### config.mk
export PLATFORM = sky130hd
export DESIGN_NAME = ifetch_rsp_flat
export DESIGN_NICKNAME = d
export VERILOG_FILES = /design/src/rtl/ifetch_rsp_pkg.sv /design/src/rtl/ifetch_rsp_if.sv /design/src/rtl/ifetch_rsp_fifo.sv /design/src/rtl/ifetch_rsp.sv /design/src/flat_wrapper.sv
export SDC_FILE = /design/constraint.sdc
export NUM_CORES = 1
export LEC_CHECK = 0
export CAP_MARGIN = 20
export CORE_MARGIN = 2
export CORE_UTILIZATION = 45
export DETAILED_ROUTE_END_ITERATION = 16
export PLACE_DENSITY_LB_ADDON = 0.25
export SLEW_MARGIN = 30
export SYNTH_ARGS = -nofsm -noshare
export SYNTH_HDL_FRONTEND = slang
export SYNTH_HIERARCHICAL = 1
export SYNTH_SLANG_ARGS = --single-unit
### constraint.sdc
create_clock -name i_Clk -period 18.9 [get_ports i_Clk]
set_clock_uncertainty 0.05 [all_clocks]
set_input_delay 3.78 -clock i_Clk [delete_from_list [all_inputs] [get_ports i_Clk]]
set_output_delay 3.78 -clock i_Clk [all_outputs]
set_load 0.05 [all_outputs]
### src/rtl/ifetch_rsp_pkg.sv
// ifetch_rsp_pkg: fetch constants shared with the IFU and IDU, plus the tag-stage record
package ifetch_rsp_pkg;
  localparam int ANOM_PC_WIDTH = 30;
  localparam int ANOM_FETCH_DATA_WIDTH = 128;
  typedef struct packed {
    logic v;
    logic [1:0] sel;
  } tag_t;
endpackage

### src/rtl/ifetch_rsp_if.sv
// ifetch_rsp_if: IFU request, SRAM port and IDU response signals of the fetch responder
interface ifetch_rsp_if
  import ifetch_rsp_pkg::*;
#(
  parameter int PC_WIDTH = ANOM_PC_WIDTH,
  parameter int DATA_WIDTH = ANOM_FETCH_DATA_WIDTH
);
  logic fetchV;
  logic [PC_WIDTH-3:0] fetchA;
  logic fetchR;
  logic [1:0] instrSel;
  logic flush;
  logic memReqV;
  logic [PC_WIDTH-3:0] memAddr;
  logic [DATA_WIDTH-1:0] memRData;
  logic rspV;
  logic [DATA_WIDTH-1:0] rspData;
  logic [1:0] rspSel;
  logic rspR;
  modport master (
    output fetchV, fetchA, instrSel, flush, memRData, rspR,
    input fetchR, memReqV, memAddr, rspV, rspData, rspSel
  );
  modport slave (
    input fetchV, fetchA, instrSel, flush, memRData, rspR,
    output fetchR, memReqV, memAddr, rspV, rspData, rspSel
  );
endinterface

### src/rtl/ifetch_rsp_fifo.sv
// ifetch_rsp_fifo: synchronous FIFO with flush; caller never pushes into a full queue without popping
module ifetch_rsp_fifo #(
  parameter int WIDTH = 8,
  parameter int DEPTH = 4
) (
  input  logic i_Clk,
  input  logic i_RstN,
  input  logic push,
  input  logic pop,
  input  logic flush,
  input  logic [WIDTH-1:0] wData,
  output logic [WIDTH-1:0] rData,
  output logic full,
  output logic empty,
  output logic [$clog2(DEPTH):0] count
);
  localparam int AW = DEPTH > 1 ? $clog2(DEPTH) : 1;
  localparam int CW = $clog2(DEPTH) + 1;
  logic [WIDTH-1:0] mem [2**AW];
  logic [AW-1:0] wrPtr, rdPtr;
  logic doPop;
  assign empty = count == '0;
  assign full = count == CW'(DEPTH);
  assign doPop = pop & ~empty;
  assign rData = empty ? '0 : mem[rdPtr];
  always_ff @(posedge i_Clk or negedge i_RstN)
    if (!i_RstN) begin
      wrPtr <= '0;
      rdPtr <= '0;
      count <= '0;
    end else if (flush) begin
      wrPtr <= '0;
      rdPtr <= '0;
      count <= '0;
    end else begin
      wrPtr <= wrPtr + AW'(push);
      rdPtr <= rdPtr + AW'(doPop);
      count <= count + CW'(push) - CW'(doPop);
    end
  always_ff @(posedge i_Clk)
    if (push & ~flush) mem[wrPtr] <= wData;
endmodule

### src/rtl/ifetch_rsp.sv
// ifetch_rsp: issues IFU fetches to the SRAM and queues returned lines for the IDU under credit flow control
module ifetch_rsp
  import ifetch_rsp_pkg::*;
#(
  parameter int PC_WIDTH = ANOM_PC_WIDTH,
  parameter int DATA_WIDTH = ANOM_FETCH_DATA_WIDTH,
  parameter int MEM_LATENCY = 2,
  parameter int QDEPTH = 4
) (
  input logic i_Clk,
  input logic i_RstN,
  ifetch_rsp_if.slave bus
);
  localparam int QW = $clog2(QDEPTH) + 1;
  tag_t tags [MEM_LATENCY];
  logic accept, pop, push, qFull, qEmpty;
  logic [QW-1:0] qCount, cnt;
  logic [DATA_WIDTH+1:0] qHead;
  assign bus.fetchR = (cnt < QW'(QDEPTH)) & ~bus.flush;
  assign accept = bus.fetchV & bus.fetchR;
  assign bus.memReqV = accept;
  assign bus.memAddr = bus.fetchA;
  assign pop = bus.rspV & bus.rspR;
  assign push = tags[MEM_LATENCY-1].v & (~qFull | pop);
  assign bus.rspV = ~qEmpty;
  assign {bus.rspData, bus.rspSel} = qHead;
  // every accepted request holds a credit until its line leaves the queue
  always_comb begin
    cnt = qCount;
    for (int i = 0; i < MEM_LATENCY; i++) cnt = cnt + QW'(tags[i].v);
  end
  always_ff @(posedge i_Clk or negedge i_RstN)
    if (!i_RstN) begin
      for (int i = 0; i < MEM_LATENCY; i++) tags[i] <= '0;
    end else begin
      tags[0] <= '{v: accept, sel: bus.instrSel};
      for (int i = 1; i < MEM_LATENCY; i++) tags[i] <= '{v: tags[i-1].v & ~bus.flush, sel: tags[i-1].sel};
    end
  ifetch_rsp_fifo #(.WIDTH(DATA_WIDTH + 2), .DEPTH(QDEPTH)) u_fifo (
    .i_Clk(i_Clk),
    .i_RstN(i_RstN),
    .push(push),
    .pop(pop),
    .flush(bus.flush),
    .wData({bus.memRData, tags[MEM_LATENCY-1].sel}),
    .rData(qHead),
    .full(qFull),
    .empty(qEmpty),
    .count(qCount)
  );
endmodule

### src/flat_wrapper.sv
// flat-port wrapper written by rule: the top's interface ports become plain ports
module ifetch_rsp_flat import ifetch_rsp_pkg::*;
#(
  parameter int PC_WIDTH = ANOM_PC_WIDTH,
  parameter int DATA_WIDTH = ANOM_FETCH_DATA_WIDTH,
  parameter int MEM_LATENCY = 2,
  parameter int QDEPTH = 4
)
  (i_Clk, i_RstN, bus_fetchV, bus_fetchA, bus_instrSel, bus_flush, bus_memRData, bus_rspR, bus_fetchR, bus_memReqV, bus_memAddr, bus_rspV, bus_rspData, bus_rspSel);
  ifetch_rsp_if #(.PC_WIDTH(PC_WIDTH), .DATA_WIDTH(DATA_WIDTH)) bus_i ();
  input logic i_Clk;
  input logic i_RstN;
  input wire logic [$bits(bus_i.fetchV)-1:0] bus_fetchV;
  input wire logic [$bits(bus_i.fetchA)-1:0] bus_fetchA;
  input wire logic [$bits(bus_i.instrSel)-1:0] bus_instrSel;
  input wire logic [$bits(bus_i.flush)-1:0] bus_flush;
  input wire logic [$bits(bus_i.memRData)-1:0] bus_memRData;
  input wire logic [$bits(bus_i.rspR)-1:0] bus_rspR;
  output wire logic [$bits(bus_i.fetchR)-1:0] bus_fetchR;
  output wire logic [$bits(bus_i.memReqV)-1:0] bus_memReqV;
  output wire logic [$bits(bus_i.memAddr)-1:0] bus_memAddr;
  output wire logic [$bits(bus_i.rspV)-1:0] bus_rspV;
  output wire logic [$bits(bus_i.rspData)-1:0] bus_rspData;
  output wire logic [$bits(bus_i.rspSel)-1:0] bus_rspSel;
  assign bus_i.fetchV = bus_fetchV;
  assign bus_i.fetchA = bus_fetchA;
  assign bus_i.instrSel = bus_instrSel;
  assign bus_i.flush = bus_flush;
  assign bus_i.memRData = bus_memRData;
  assign bus_i.rspR = bus_rspR;
  assign bus_fetchR = bus_i.fetchR;
  assign bus_memReqV = bus_i.memReqV;
  assign bus_memAddr = bus_i.memAddr;
  assign bus_rspV = bus_i.rspV;
  assign bus_rspData = bus_i.rspData;
  assign bus_rspSel = bus_i.rspSel;
  ifetch_rsp #(.PC_WIDTH(PC_WIDTH), .DATA_WIDTH(DATA_WIDTH), .MEM_LATENCY(MEM_LATENCY), .QDEPTH(QDEPTH)) u_core (.i_Clk(i_Clk), .i_RstN(i_RstN), .bus(bus_i));
endmodule
### Word-level counts from Yosys, hierarchy flattened

Memory sizes are Yosys's and may differ from the RTL's.
Index checks and enable logic that the tools add are counted.

| storage, ports and cells | value |
|---|---|
| flip-flop bits (word level) | 13 |
| RAM bits | 520 |
| bits of input ports | 163 |
| output and inout port bits | 161 |
| logic and storage cells | 34 |
| memories | 1 |

Memories:

| memory | words | width | read ports | clocked after memory_dff | write ports | RTL line | RTL |
|---|---|---|---|---|---|---|---|
| u_core.u_fifo.mem | 4 | 130 | 1 | 0 | 1 | ifetch_rsp_fifo.sv:19 | `logic [WIDTH-1:0] mem [2**AW];` |

| cells by class | value |
|---|---|
| add/sub/neg operators | 6 |
| $lt $le $gt $ge | 1 |
| eq/ne operators | 1 |
| muxes and demuxes | 6 |
| bitwise logic cells | 11 |
| reduce and logical (&&, ||, !) cells | 1 |

Operators by type and width:

| operator | number |
|---|---|
| two-way mux 130 bit | 1 |
| adder 3 x 1 -> 3 bit | 3 |
| bitwise AND 1 bit | 7 |
| adder 2 x 1 -> 2 bit | 2 |
| two-way mux 2 bit | 2 |
| == test 3 bit, second input constant | 1 |
| logical NOT 3 bit | 1 |
| less-than comparator 3 bit, second input constant | 1 |
| two-way mux 3 bit | 1 |
| inverter 1 bit | 3 |
| subtractor 3 x 1 -> 3 bit | 1 |
| two-way mux 1 bit | 2 |
| bitwise OR 1 bit | 1 |

### Longest topological paths before layout

| logic depth | value |
|---|---|
| word-level depth | 8 |
| depth in mapped cells | 13 |
| gate-level depth less buffers | 11 |

### Cells and area by module

The synthesis kept the hierarchy.

By module, submodules not included:

| module | times used | cells an instance | area each (µm²) | sequential area each (µm²) |
|---|---|---|---|---|
| ifetch_rsp_fifo | 1 | 859 | 20,136.8 | 15,790.1 |
| ifetch_rsp | 1 | 46 | 439.2 | 150.1 |

### Worst setup path after synthesis

Ideal clock, no wire load.

| path | value |
|---|---|
| path kind | input-to-reg |
| start | input bus_rspR |
| end | memory u_core/u_fifo/mem[0][0] (netlist name), enable pin |
| library setup time | 983 ps |
| arrival time | 17,467 ps |
| data required time | 17,867 ps |
| slack | 400 ps |
| stages on the path | 3 |
| cell sequence | nor2b_1 > o21a_1 > nor4b_1 |

| between the ends | value |
|---|---|
| longest elaborated chain between the ends | 6 |

Ends and longest elaborated chain:

| what | RTL line | RTL |
|---|---|---|
| from (decl) | flat_wrapper.sv:18 | `input wire logic [$bits(bus_i.rspR)-1:0] bus_rspR;` |
| bitwise AND 1 bit | ifetch_rsp.sv:23 | `assign pop = bus.rspV & bus.rspR;` |
| bitwise OR 1 bit | ifetch_rsp.sv:24 | `assign push = tags[MEM_LATENCY-1].v & (~qFull \| pop);` |
| bitwise AND 1 bit | ifetch_rsp.sv:24 |  |
| named net u_core.push | ifetch_rsp.sv:16 | `logic accept, pop, push, qFull, qEmpty;` |
| bitwise AND 1 bit | ifetch_rsp_fifo.sv:41 | `if (push & ~flush) mem[wrPtr] <= wData;` |
| two-way mux 1 bit | ifetch_rsp_fifo.sv:41 |  |
| two-way mux 1 bit (implied by the code) | ifetch_rsp_fifo.sv:41 |  |
| to (decl) | ifetch_rsp_fifo.sv:19 |  |

The timed path passes the listed nets, and every way through them passes these cells.

### Final worst setup path

| path | value |
|---|---|
| start | input bus_flush |
| end | output bus_memReqV |

| between the ends | value |
|---|---|
| longest elaborated chain between the ends | 3 |

Ends and longest elaborated chain:

| what | RTL line | RTL |
|---|---|---|
| from (decl) | flat_wrapper.sv:16 | `input wire logic [$bits(bus_i.flush)-1:0] bus_flush;` |
| inverter 1 bit | ifetch_rsp.sv:19 | `assign bus.fetchR = (cnt < QW'(QDEPTH)) & ~bus.flush;` |
| bitwise AND 1 bit | ifetch_rsp.sv:19 |  |
| bitwise AND 1 bit | ifetch_rsp.sv:20 | `assign accept = bus.fetchV & bus.fetchR;` |
| to (decl) | flat_wrapper.sv:20 | `output wire logic [$bits(bus_i.memReqV)-1:0] bus_memReqV;` |

No other way between the ends.

==> results.sh <==
export IMPL_crit_type="in -> out"
export IMPL_path_common_cell="clkdlybuf4s50_1"
export IMPL_path_buf_inv=2
export IMPL_dp_cells=1712
export IMPL_arrival_ns=5.75
export IMPL_synth_compound_area_share_pct=0.0851
export IMPL_rsz0062_at_grt="false"
export IMPL_cts_tree="done"
export IMPL_synth_cell_types=27
export IMPL_hp_class="reg -> reg"
export IMPL_synth_fp_nets=1074
export IMPL_worst_slack_ns=9.32
export IMPL_rrSetupSlack_ns=14.23
export IMPL_cpPeakStageDelay_ns=0.80
export IMPL_htree_num_levels=2
export IMPL_setup_tns_ns=0
export IMPL_cts_buffer_depth=3
export IMPL_syn_to_final_growth_pct=23.2
export IMPL_slew_violations=0
export IMPL_cts_sinks=533
export IMPL_syn_mean_instance_area_um2=22.7
export IMPL_outcome="complete, no violations"
export IMPL_dp_hpwl_mm=22.1
export IMPL_antenna_found_initial=5
export IMPL_gp_congestion=0.695
export IMPL_synth_seq_area_share_pct=77.5
export IMPL_regArea_um2=15900
export IMPL_overflow=0
export IMPL_postCtsSetupBuffers=0
export IMPL_drt_vias_per_instance=5.20
export IMPL_final_nets=1338
export IMPL_drt_wirelength_per_cell_um=22.0
export IMPL_required_ns=15.07
export IMPL_final_util_pct=56.0
export IMPL_drt_iter0_drc=521
export IMPL_synth_top_family_by_area="multiplexers"
export IMPL_die_y_um=218
export IMPL_core_um2=45300
export IMPL_stdcell_count=1810
export IMPL_grt_pass1_wl_mm=60.4
export IMPL_vias=9404
export IMPL_rows=78
export IMPL_drc=0
export IMPL_grt_max_degree=111
export IMPL_fin_area_um2=25300
export IMPL_critPathSlowestCell="clkdlybuf4s50_1"
export IMPL_maxSlewHeadroom_pct=40.2
export IMPL_post_route_min_period_ns=9.58
export IMPL_placed_area_um2=23600
export IMPL_fillCellCount=3452
export IMPL_worstMarginPinSlew_ns=0.897
export IMPL_port_buffers=267
export IMPL_yosys_area_share_simple_pct=4.58
export IMPL_critPathCaptureType="output pin"
export IMPL_cp_cell_sequence="clkdlybuf4s50_1 > and4bb_2 > clkdlybuf4s50_1"
export IMPL_ir_drop_mv=0.0895
export IMPL_startpoint_type="input pin"
export IMPL_post_route_period_util_pct=50.7
export IMPL_wl_mm=39.8
export IMPL_clock_latency_ns=0.58
export IMPL_dieArea_um2=47400
export IMPL_crit_family="buffers and inverters"
export IMPL_ios=324
export IMPL_synthMuxAreaShare_pct=14.2
export IMPL_p_per_area_nw_per_um2=129
export IMPL_crit_fanout=14
export IMPL_leakage_nw=7.92
export IMPL_fmax_mhz=104
export IMPL_antenna_left=0
export IMPL_p_total_mw=3.28
export IMPL_dr_pass1_iters=4
export IMPL_initial_core_util_pct=45.4
export IMPL_syn_cell_area_um2=20600
export IMPL_clk_pin_slew_ns=0.06
export IMPL_hold_slack_ns=0.297
export IMPL_grt_pass1_vias=10300
export IMPL_dieWidth_um=218
export IMPL_place_ws_ns=9.31
export IMPL_yosys_area_share_adder_pct=0.401
export IMPL_maxCapViolations=0
export IMPL_synth_xor_area_share_pct=0.195
export IMPL_drive_gt1_share_pct=18.5
export IMPL_hold_viol=0
export IMPL_hold_buffers=0
export IMPL_cts_root_buf="clkbuf_16"
export IMPL_syn_inst=905
export IMPL_cts_resized_gates=0
export IMPL_multi_input_comb_area_um2=4060
export IMPL_grt_total_usage_pct=17.0
export IMPL_ys_warn_count=6
export IMPL_cts_buffers=54
export IMPL_synth_seq_cells=533
export IMPL_setup_violations=0
## layout by cell type (no fill, tap or decap)
master,Yosys,layout
o21a_1,1,1
or3_4,0,1
dfrtp_1,13,11
nor3_1,1,1
inv_1,7,7
buf_6,1,3
and4bb_2,1,1
a21oi_1,1,1
xnor2_1,2,2
edfxtp_1,520,520
ha_1,5,5
diode_2,0,3
nor4b_2,0,1
clkbuf_16,0,57
and2_1,131,131
fa_1,1,1
clkbuf_1,16,17
nor4bb_4,0,2
buf_16,0,1
nor3b_1,2,2
buf_4,31,9
dfrtp_4,0,2
clkinv_2,0,6
buf_12,11,2
xnor3_1,1,1
bufinv_16,0,5
mux4_2,130,130
nor2b_1,5,5
and4b_4,0,1
o21ai_0,1,1
nor2_1,4,4
clkinvlp_4,0,1
clkdlybuf4s50_1,0,267
clkinv_1,0,7
clkinv_4,0,1
## sequential cells by signal, indices dropped and copies added (netlist names)
name	cells
u_core/tags	6
u_core/u_fifo/count	3
u_core/u_fifo/mem	520
u_core/u_fifo/rdPtr	2
u_core/u_fifo/wrPtr	2
## metal layers
layer	track usage, %	vias to the layer above	part of all wire [%]
met5	0	-	0.033
met4	5.60	2	2.5
met3	5.23	84	6.8
met2	29.4	221	51
met1	20.4	4920	40
li1	-	4177	-
## synth_stat cells
master / count / area (um2)
buf_4: 31 / 233
buf_2: 14 / 70.1
or3_1: 1 / 6.26
edfxtp_1: 520 / 15600
xnor3_1: 1 / 22.5
a21oi_1: 1 / 5.00
mux4_2: 130 / 2930
buf_6: 1 / 11.3
and4b_1: 1 / 10.0
and4bb_2: 1 / 12.5
and2_1: 131 / 820
ha_1: 5 / 62.6
clkbuf_1: 16 / 60.1
nor2_1: 4 / 15.0
nor4bb_1: 2 / 20.0
fa_1: 1 / 20.0
dfrtp_1: 13 / 325
nor4b_1: 1 / 8.76
nor3_1: 1 / 5.00
xnor2_1: 2 / 17.5
buf_1: 1 / 3.75
inv_1: 7 / 26.3
nor2b_1: 5 / 31.3
nor3b_1: 2 / 15.0
o21ai_0: 1 / 5.00
o21a_1: 1 / 7.51
buf_12: 11 / 220
## cell families (layout without fill, tap and decap cells)
family          Yosys count  after routing
compound gates            3              3
flops                   533            533
mux                     130            130
other cells               0              3
simple gates            149            149
fa+ha+maj                 6              6
buf+inv                  81            383
xor+xnor                  3              3
## path summary, 6_finish.rpt
path | startpoint | endpoint | depth (start not counted)
worst max-delay path | bus_flush | bus_memReqV | 3
worst min-delay path | u_core/tags[4] | u_core/tags[1] | 0
worst max register to register | u_core/u_fifo/count[1] | u_core/u_fifo/mem[2][7] | 8
worst min register to register | u_core/tags[4] | u_core/tags[1] | 0
max in group asynchronous | i_RstN | u_core/u_fifo/rdPtr[1] | 1
min in group asynchronous | i_RstN | u_core/tags[5] | 1
## power breakdown
group	internal (mW)	switching (mW)
logic	0.313	0.608
registers	1.32	0.00914
clock network	0.615	0.413
total	2.25	1.03
## final cells by class
cell class                 count  share of cell area [%]
timing repair buffer         282                    11.2
sequential                   533                    62.9
clock buffer                  74                    5.88
clock inverter                20                   0.879
tap                          600                    2.96
antenna                        3                  0.0296
inverter                       7                   0.104
multi-input combinational    291                    16.0
Note: power is estimated with default switching activity, not from simulation.
